**src/rtl/operand_sequencer.sv**
```systemverilog
// operand_sequencer: plays a loadable table of (a, b, expected) vectors onto a1/b1
// and checks each processor result, counting passes and failures.
module operand_sequencer #(
    parameter int WIDTH       = 8,
    parameter int DEPTH       = 16,
    parameter int HOLD_CYCLES = 7,
    parameter int CNT_W       = 8,
    localparam int AW         = $clog2(DEPTH)
) (
    input  logic             clk,
    input  logic             reset,
    input  logic             ld_en,
    input  logic [AW-1:0]    ld_addr,
    input  logic [WIDTH-1:0] ld_a,
    input  logic [WIDTH-1:0] ld_b,
    input  logic [WIDTH-1:0] ld_exp,
    input  logic [AW:0]      num_vec,
    input  logic             start,
    input  logic             loop,
    input  logic             abort,
    input  logic [WIDTH-1:0] dut_result,
    input  logic             dut_done,
    output logic [WIDTH-1:0] a1,
    output logic [WIDTH-1:0] b1,
    output logic             op_valid,
    output logic [AW-1:0]    vec_idx,
    output logic             busy,
    output logic             done,
    output logic             mismatch,
    output logic             timeout,
    output logic [CNT_W-1:0] pass_cnt,
    output logic [CNT_W-1:0] fail_cnt
);
    localparam int TW = $clog2(HOLD_CYCLES + 1);
    localparam logic [AW:0] DMAX = (AW + 1)'(DEPTH);

    typedef enum logic [1:0] {S_IDLE, S_WAIT, S_CHECK, S_DONE} state_t;

    state_t state, state_nx;
    logic [WIDTH-1:0] tab_a [DEPTH];
    logic [WIDTH-1:0] tab_b [DEPTH];
    logic [WIDTH-1:0] tab_e [DEPTH];
    logic [AW:0] nv, nv_in;
    logic [AW-1:0] idx, nxt;
    logic [TW-1:0] timer;
    logic [WIDTH-1:0] cap;
    logic tflag, idle, run, last, fail, hold_end;

    always_comb begin
        idle     = state == S_IDLE || state == S_DONE;
        run      = state == S_WAIT || state == S_CHECK;
        nv_in    = num_vec > DMAX ? DMAX : num_vec;
        last     = (AW + 1)'(idx) == nv - (AW + 1)'(1);
        nxt      = last ? '0 : idx + AW'(1);
        fail     = tflag || cap != tab_e[idx];
        hold_end = timer == TW'(HOLD_CYCLES - 1);
    end

    always_ff @(posedge clk or negedge reset) begin
        if (!reset)
            state <= S_IDLE;
        else
            state <= state_nx;
    end

    always_comb begin
        state_nx = state;
        case (state)
            S_IDLE, S_DONE: state_nx = !start ? state : nv_in == '0 ? S_DONE : S_WAIT;
            S_WAIT:         state_nx = abort ? S_IDLE : (dut_done || hold_end) ? S_CHECK : S_WAIT;
            S_CHECK:        state_nx = abort ? S_IDLE : (!last || loop) ? S_WAIT : S_DONE;
            default:        state_nx = S_IDLE;
        endcase
    end

    always_comb begin
        busy    = run;
        done    = state == S_DONE;
        vec_idx = idx;
    end

    // A start in the same cycle as a table write reads the old contents: the
    // write and the operand load both resolve on the same edge.
    always_ff @(posedge clk or negedge reset) begin
        if (!reset) begin
            for (int i = 0; i < DEPTH; i++) begin
                tab_a[i] <= '0;
                tab_b[i] <= '0;
                tab_e[i] <= '0;
            end
            nv       <= '0;
            idx      <= '0;
            timer    <= '0;
            tflag    <= 1'b0;
            cap      <= '0;
            a1       <= '0;
            b1       <= '0;
            op_valid <= 1'b0;
            mismatch <= 1'b0;
            timeout  <= 1'b0;
            pass_cnt <= '0;
            fail_cnt <= '0;
        end else begin
            mismatch <= 1'b0;
            timeout  <= 1'b0;
            if (ld_en && idle) begin
                tab_a[ld_addr] <= ld_a;
                tab_b[ld_addr] <= ld_b;
                tab_e[ld_addr] <= ld_exp;
            end
            if (run && abort) begin
                op_valid <= 1'b0;
                a1       <= '0;
                b1       <= '0;
            end else if (idle && start) begin
                nv       <= nv_in;
                pass_cnt <= '0;
                fail_cnt <= '0;
                if (nv_in != '0) begin
                    idx      <= '0;
                    a1       <= tab_a[0];
                    b1       <= tab_b[0];
                    op_valid <= 1'b1;
                    timer    <= '0;
                end
            end else if (state == S_WAIT) begin
                if (dut_done) begin
                    cap      <= dut_result;
                    tflag    <= 1'b0;
                    op_valid <= 1'b0;
                end else if (hold_end) begin
                    tflag    <= 1'b1;
                    op_valid <= 1'b0;
                end else begin
                    timer <= timer + TW'(1);
                end
            end else if (state == S_CHECK) begin
                mismatch <= fail;
                timeout  <= tflag;
                if (fail)
                    fail_cnt <= fail_cnt + CNT_W'(fail_cnt != '1);
                else
                    pass_cnt <= pass_cnt + CNT_W'(pass_cnt != '1);
                if (!last || loop) begin
                    idx      <= nxt;
                    a1       <= tab_a[nxt];
                    b1       <= tab_b[nxt];
                    op_valid <= 1'b1;
                    timer    <= '0;
                end else begin
                    a1 <= '0;
                    b1 <= '0;
                end
            end
        end
    end
endmodule

```
**config.mk**
```make
export PLATFORM = sky130hd
export DESIGN_NAME = operand_sequencer
export DESIGN_NICKNAME = d
export VERILOG_FILES = /design/src/rtl/operand_sequencer.sv
export SDC_FILE = /design/constraint.sdc
export NUM_CORES = 1
export LEC_CHECK = 0
export BUFFER_PORTS_ARGS = -buffer_cell sky130_fd_sc_hd__buf_2
export CORE_ASPECT_RATIO = 1.25
export CORE_MARGIN = 2
export CORE_UTILIZATION = 43
export DETAILED_ROUTE_END_ITERATION = 10
export SYNTH_ARGS = -nofsm -noshare
export SYNTH_HDL_FRONTEND = slang
export SYNTH_SLANG_ARGS = --single-unit
```
**constraint.sdc**
```tcl
create_clock -name clk -period 6.3 [get_ports clk]
set_input_delay 0 -clock clk [delete_from_list [all_inputs] [get_ports clk]]
set_output_delay 0 -clock clk [all_outputs]
set_load 0.01 [all_outputs]
```
After elaboration in Yosys (flattened, before gate mapping)
Cells that the tools add are included.
{"block": "word_totals", "ff_bits": 442, "out_inout_bits": 41, "word_cells": 198}
{"block": "op_classes", "add_sub_neg": 5, "n_lt_le_gt_ge": 5, "n_eq_ne": 17, "muxes": 73, "n_bitwise": 5, "reduce_logical": 32}
{"op": "128-bit bitwise mux", "n": 3}
{"op": "8-bit 2-to-1 mux", "n": 27}
{"op": "8-bit binary-select mux with 4-bit select", "n": 3}
{"op": "8-bit demux with 4-bit select", "n": 1}
{"op": "4-bit 2-to-1 mux", "n": 6}
{"op": "3-bit 2-to-1 mux", "n": 7}
{"op": "4-bit AND reduction", "n": 5}
{"op": "1-bit 2-to-1 mux", "n": 18}
{"op": "8-bit by 1-bit adder with 8-bit output", "n": 2}
{"op": "8-bit inequality test (second input constant)", "n": 2}
{"op": "5-bit >= comparator (second input constant)", "n": 3}
{"op": "4-bit inverter with 5-bit output", "n": 3}
{"op": "2-bit 2-to-1 mux", "n": 6}
{"op": "3-bit by 2-bit inequality test with 1-bit output (second input constant)", "n": 3}
{"op": "3-bit nonzero test", "n": 3}
{"op": "8-bit inequality test", "n": 1}
{"op": "2-bit nonzero test", "n": 4}
{"op": "4-bit nonzero test", "n": 2}
{"op": "2-bit by 1-bit inequality test with 1-bit output (second input constant)", "n": 3}
{"op": "2-bit one-hot mux with 3 select lines", "n": 1}
{"op": "6-bit AND reduction", "n": 1}
{"op": "4-bit by 5-bit equality test with 1-bit output", "n": 1}
{"op": "5-bit > comparator (second input constant)", "n": 1}
{"op": "5-bit zero test", "n": 1}
{"op": "21 further kinds", "n": 30}

Longest topological paths before layout
{"block": "logic_depth", "ltp_word": 12, "mapped_depth": 13, "ltp_nobuf": 10}

Least setup slack after synthesis
Ideal clock, no wire load.
{"block": "synth_timing", "path_kind": "register -> register", "start": "register idx[1], in the netlist vec_idx[1]", "end": "register pass_cnt[7]", "setup_ps": 76, "t_arrival_ps": 2856, "t_required_ps": 6224, "slack_ps": 3368, "stages_incl_launch_ff": 11, "path_buffers": 3, "period_less_slack_ps": 2932, "path_cell_list": "dfrtp_1 -> buf_6 -> buf_6 -> mux4_2 -> mux4_2 -> xnor2_1 -> o211a_1 -> and4_1 -> buf_4 -> or4b_1 -> o21ai_1"}
{"block": "synth_via", "elab_chain_cells": 8}
{"item": "start: declaration", "line_no": "44", "text": "logic [AW-1:0] idx, nxt;"}
{"item": "start signal: assignment", "line_no": "145", "text": "idx <= nxt;"}
{"item": "4-bit inverter with 5-bit output (implied by the code)", "line_no": "55", "text": "fail = tflag || cap != tab_e[idx];"}
{"item": "8-bit binary-select mux with 4-bit select", "line_no": "55"}
{"item": "8-bit 2-to-1 mux (implied by the code) (2 in a row)", "line_no": "55"}
{"item": "8-bit inequality test", "line_no": "55"}
{"item": "1-bit logical OR", "line_no": "55"}
{"item": "2-bit by 1-bit inequality test with 1-bit output (no line)"}
{"item": "4-bit AND reduction (no line)"}
{"item": "end signal: assignment", "line_no": "143", "text": "pass_cnt <= pass_cnt + CNT_W'(pass_cnt != '1);"}
{"item": "end: declaration", "line_no": "31", "text": "output logic [CNT_W-1:0] pass_cnt,"}
No other way between the ends. The select of a mux whose other input is x is not followed.
A chain may end at the register's enable or synchronous reset.

Worst setup path after layout
{"block": "layout_timing", "start": "register idx[2], in the netlist vec_idx[2]", "end": "register a1[4]"}
{"block": "layout_via", "elab_chain_cells": 11, "word_cells_on_any_way": 14}
{"item": "4-bit by 1-bit adder with 4-bit output / 4-bit by 5-bit equality test with 1-bit output (equally long branches)", "line_no": "54, 53"}
{"item": "4-bit 2-to-1 mux", "line_no": "54", "text": "nxt = last ? '0 : idx + AW'(1);"}
{"item": "4-bit inverter with 5-bit output (implied by the code)", "line_no": "146", "text": "a1 <= tab_a[nxt];"}
{"item": "8-bit binary-select mux with 4-bit select", "line_no": "146"}
{"item": "8-bit 2-to-1 mux (implied by the code) (2 in a row)", "line_no": "146"}
{"item": "8-bit 2-to-1 mux *", "line_no": "144", "text": "if (!last || loop) begin"}
{"item": "8-bit 2-to-1 mux *", "line_no": "137", "text": "end else if (state == S_CHECK) begin"}
{"item": "8-bit 2-to-1 mux *", "line_no": "126", "text": "end else if (state == S_WAIT) begin"}
{"item": "8-bit 2-to-1 mux *", "line_no": "115", "text": "end else if (idle && start) begin"}
{"item": "8-bit 2-to-1 mux *", "line_no": "111", "text": "if (run && abort) begin"}
{"item": "end signal: assignment", "line_no": "121", "text": "a1 <= tab_a[0];"}
{"item": "end signal: assignment", "line_no": "146"}
{"item": "end: declaration", "line_no": "23", "text": "output logic [WIDTH-1:0] a1,"}
Every way passes the cells marked *; elsewhere a longest branch is shown, timed or not. The select of a mux whose other input is x is not followed.

==> qor.txt <==
HPWL after detailed placement - 32.4 mm
Top Ports - 89
P_leak - 10.5 nW
Worst-Skew Late Latency - 0.56 ns
Die Wd - 200 µm
largest net degree at the start of global routing - 166
most frequent cells in the layout - dfrtp_1, mux2_2, nand2_1, nand3_1, buf_2
via count - 13900
Fin Clk Skew - 0.0105 ns
CTS tree - yes
Worst setup EP type - register
antenna violations before repair - 0
Worst Tran Pin Value - 1.18 ns
Seq. cell area - 11100 µm²
Seq cells post-synth - 442
top_reg_cell synth - dfrtp_1
Inserted Diodes - 0
CTS H-tree lvls - 2
drc violations - 0
commonest non-fill, non-tap cell in the layout - dfrtp_1
area delta synth->final - 14.1%
peak fanout along the critical path - 76
Ys Warns - 0
Startpoint Class - register
Period minus WS final - 3.82 ns
Num CTS Buffers - 45
period utilisation layout - 60.6%
Finish-stage setup viols - 0
maximum VDD drop - 0.230 mV
DRT Pass-1 Iters - 5
synthesized area - 20600 µm²
count of pins over their slew limit - 0
die height - 249 µm
fillers - 4203
Cell Rows - 89
area of the multi-input gates - 9080 µm²
Syn Inst Count - 1668
Placed Cells - 2290
Setup TNS Final - 0 ns
Critical Path AT - 4.30 ns
CTS Hold Bufs - 45
Overflow after GRT - 0
Placer Congestion - 0.816
Via density - 5.76
headroom to the max-slew limit - 20.8%
Crit path required time - 6.79 ns
max_cap viols - 0
Fmax - 0.262 GHz
reg2reg start - vec_idx[2]$_DFFE_PN0P_
clk root buf - clkbuf_16
total track usage - 22.4%
Final Hold Viols - 0
register area share after synthesis - 53.7%
fin util - 49.8%
syn nets - 1727
area of the die - 49700 µm²
RSZ-0062 raised after global routing - no
Min Hold Slack - 0.0452 ns
Tightest Hold Check Type - input port to register
CTS sink cnt - 442
PwrDens - 480 nW/µm²
cell repeated most along the worst path - buf_4
clk slew on worst S/H paths - 0.06 ns
initial core utilization - 43.6%
Worst path max stage delay - 0.89 ns
status - complete, no violations
Nets - 1804
DRT iter0 DRCs - 919
post-CTS sizing - 0
share of cells above drive strength 1 - 36.2%
Final Non-Filler Cells - 2415
Top delay family on crit path - simple AND/OR/NAND/NOR gates
Crit. Startpoint - vec_idx[2]$_DFFE_PN0P_
vias in the first global route - 14300
ys async rst share - 100%
Syn Area/Cell - 12.3 µm²
Setup Buffers After CTS - 0
first-pass GRT wire length - 85.1 mm
number of enable flip-flop cells after synthesis - 0
Antenna Violating Nets Remaining - 0
Hold Path Origin - loop
CP max-delay cell - dfrtp_1
Critical Path, Cell by Cell - nor4bb_1 > a22o_1 > o21ai_0 > buf_4 > nand2_4 > buf_4 > nand2_1 > a31o_2 > or4_1 > nand3_1
Max Buffers Root-to-Sink - 3
Port Buffers - 88
Netlist cell types - 59
WL final - 54.7 mm
average wire per standard cell - 22.6 µm
core area - 47200 µm²
Bufs and invs on worst path - 2
crit path kind - register to register
## registers in the layout, summed over array words and instances (netlist names)
name and count:
op_valid 1, timer 3, vec_idx 4, tab_a 128
fail_cnt 8, cap 8, timeout 1, pass_cnt 8
tflag 1, tab_b 128, a1 8, nv 5
state 2, mismatch 1, tab_e 128, b1 8
## power by group
group          switching, mW  internal, mW  leakage [nW]  total, mW
Combinational           2.03          1.89          4.12       3.92
Clock                   1.09          1.44         0.686       2.53
Sequential             0.749          4.08          5.67       4.83
## routing by layer
metal	GRT usage, %	share of wire, %	vias to the layer above
met5	0	0	-
met1	29.4	43	7212
met3	2.98	4.9	118
met2	37.5	49	393
li1	-	-	6193
met4	8.66	3.7	0
## final timing paths
path                                                to  slack (ns)  depth (start not counted)
worst min-delay path              op_valid$_DFFE_PN0P_        0.05                          5
worst max-delay path                 a1[4]$_DFFE_PN0P_        2.48                         10
worst min register to register   tab_e[93]$_DFFE_PN0P_        0.50                          1
max in group asynchronous       vec_idx[1]$_DFFE_PN0P_        4.63                          3
worst max register to register       a1[4]$_DFFE_PN0P_        2.48                         10
min in group asynchronous           cap[4]$_DFFE_PN0P_        0.11                          2
## kinds of logic after synthesis
group	count (synthesis)	synth area share [%]
mux	460	26.8
flops	442	53.7
simple gates	427	9.42
compound gates	170	5.97
buf+inv	142	2.76
xor+xnor	16	0.681
fa+ha+maj	11	0.668
## cells in the mapped netlist, types with 11 or more instances
library cell	count	share of area, %
xnor2_1	11	0.47
nand4_1	25	0.76
ha_1	11	0.67
a221o_1	15	0.73
a221oi_1	22	0.94
nand2_1	216	3.9
mux2i_1	31	1.5
mux4_2	33	3.6
a31oi_1	17	0.52
nor2_1	42	0.77
nand3_1	90	2.2
o21ai_0	22	0.53
a21oi_1	26	0.63
nand2b_1	11	0.33
dfrtp_1	442	54
clkbuf_1	105	1.9
mux2_2	396	22
inv_1	14	0.26
## per-stage QoR
step	worst slack (ns)	power, mW	instance area (µm²)
after floorplan	3.37	7.53	20600
after global placement	2.51	8.62	21700
after detailed placement	2.44	8.76	21700
after CTS	2.43	11.4	23500
after global routing	2.17	12.0	23500
final	2.48	11.3	23500
## final cells by class
type                       instances  area share, %
clock inverter                    14          0.336
tap                              637           3.39
timing repair buffer             157           4.71
sequential                       442           47.1
clock buffer                      66           5.57
multi-input combinational       1084           38.7
inverter                          15          0.240
## worst min-delay path, delay by kind of cell
family | cells | cell delay (ns)
buf+inv | 1 | 0.09
simple gates | 2 | 0.29
compound gates | 2 | 0.16
No activity file was read; power rests on OpenSTA's default activity.
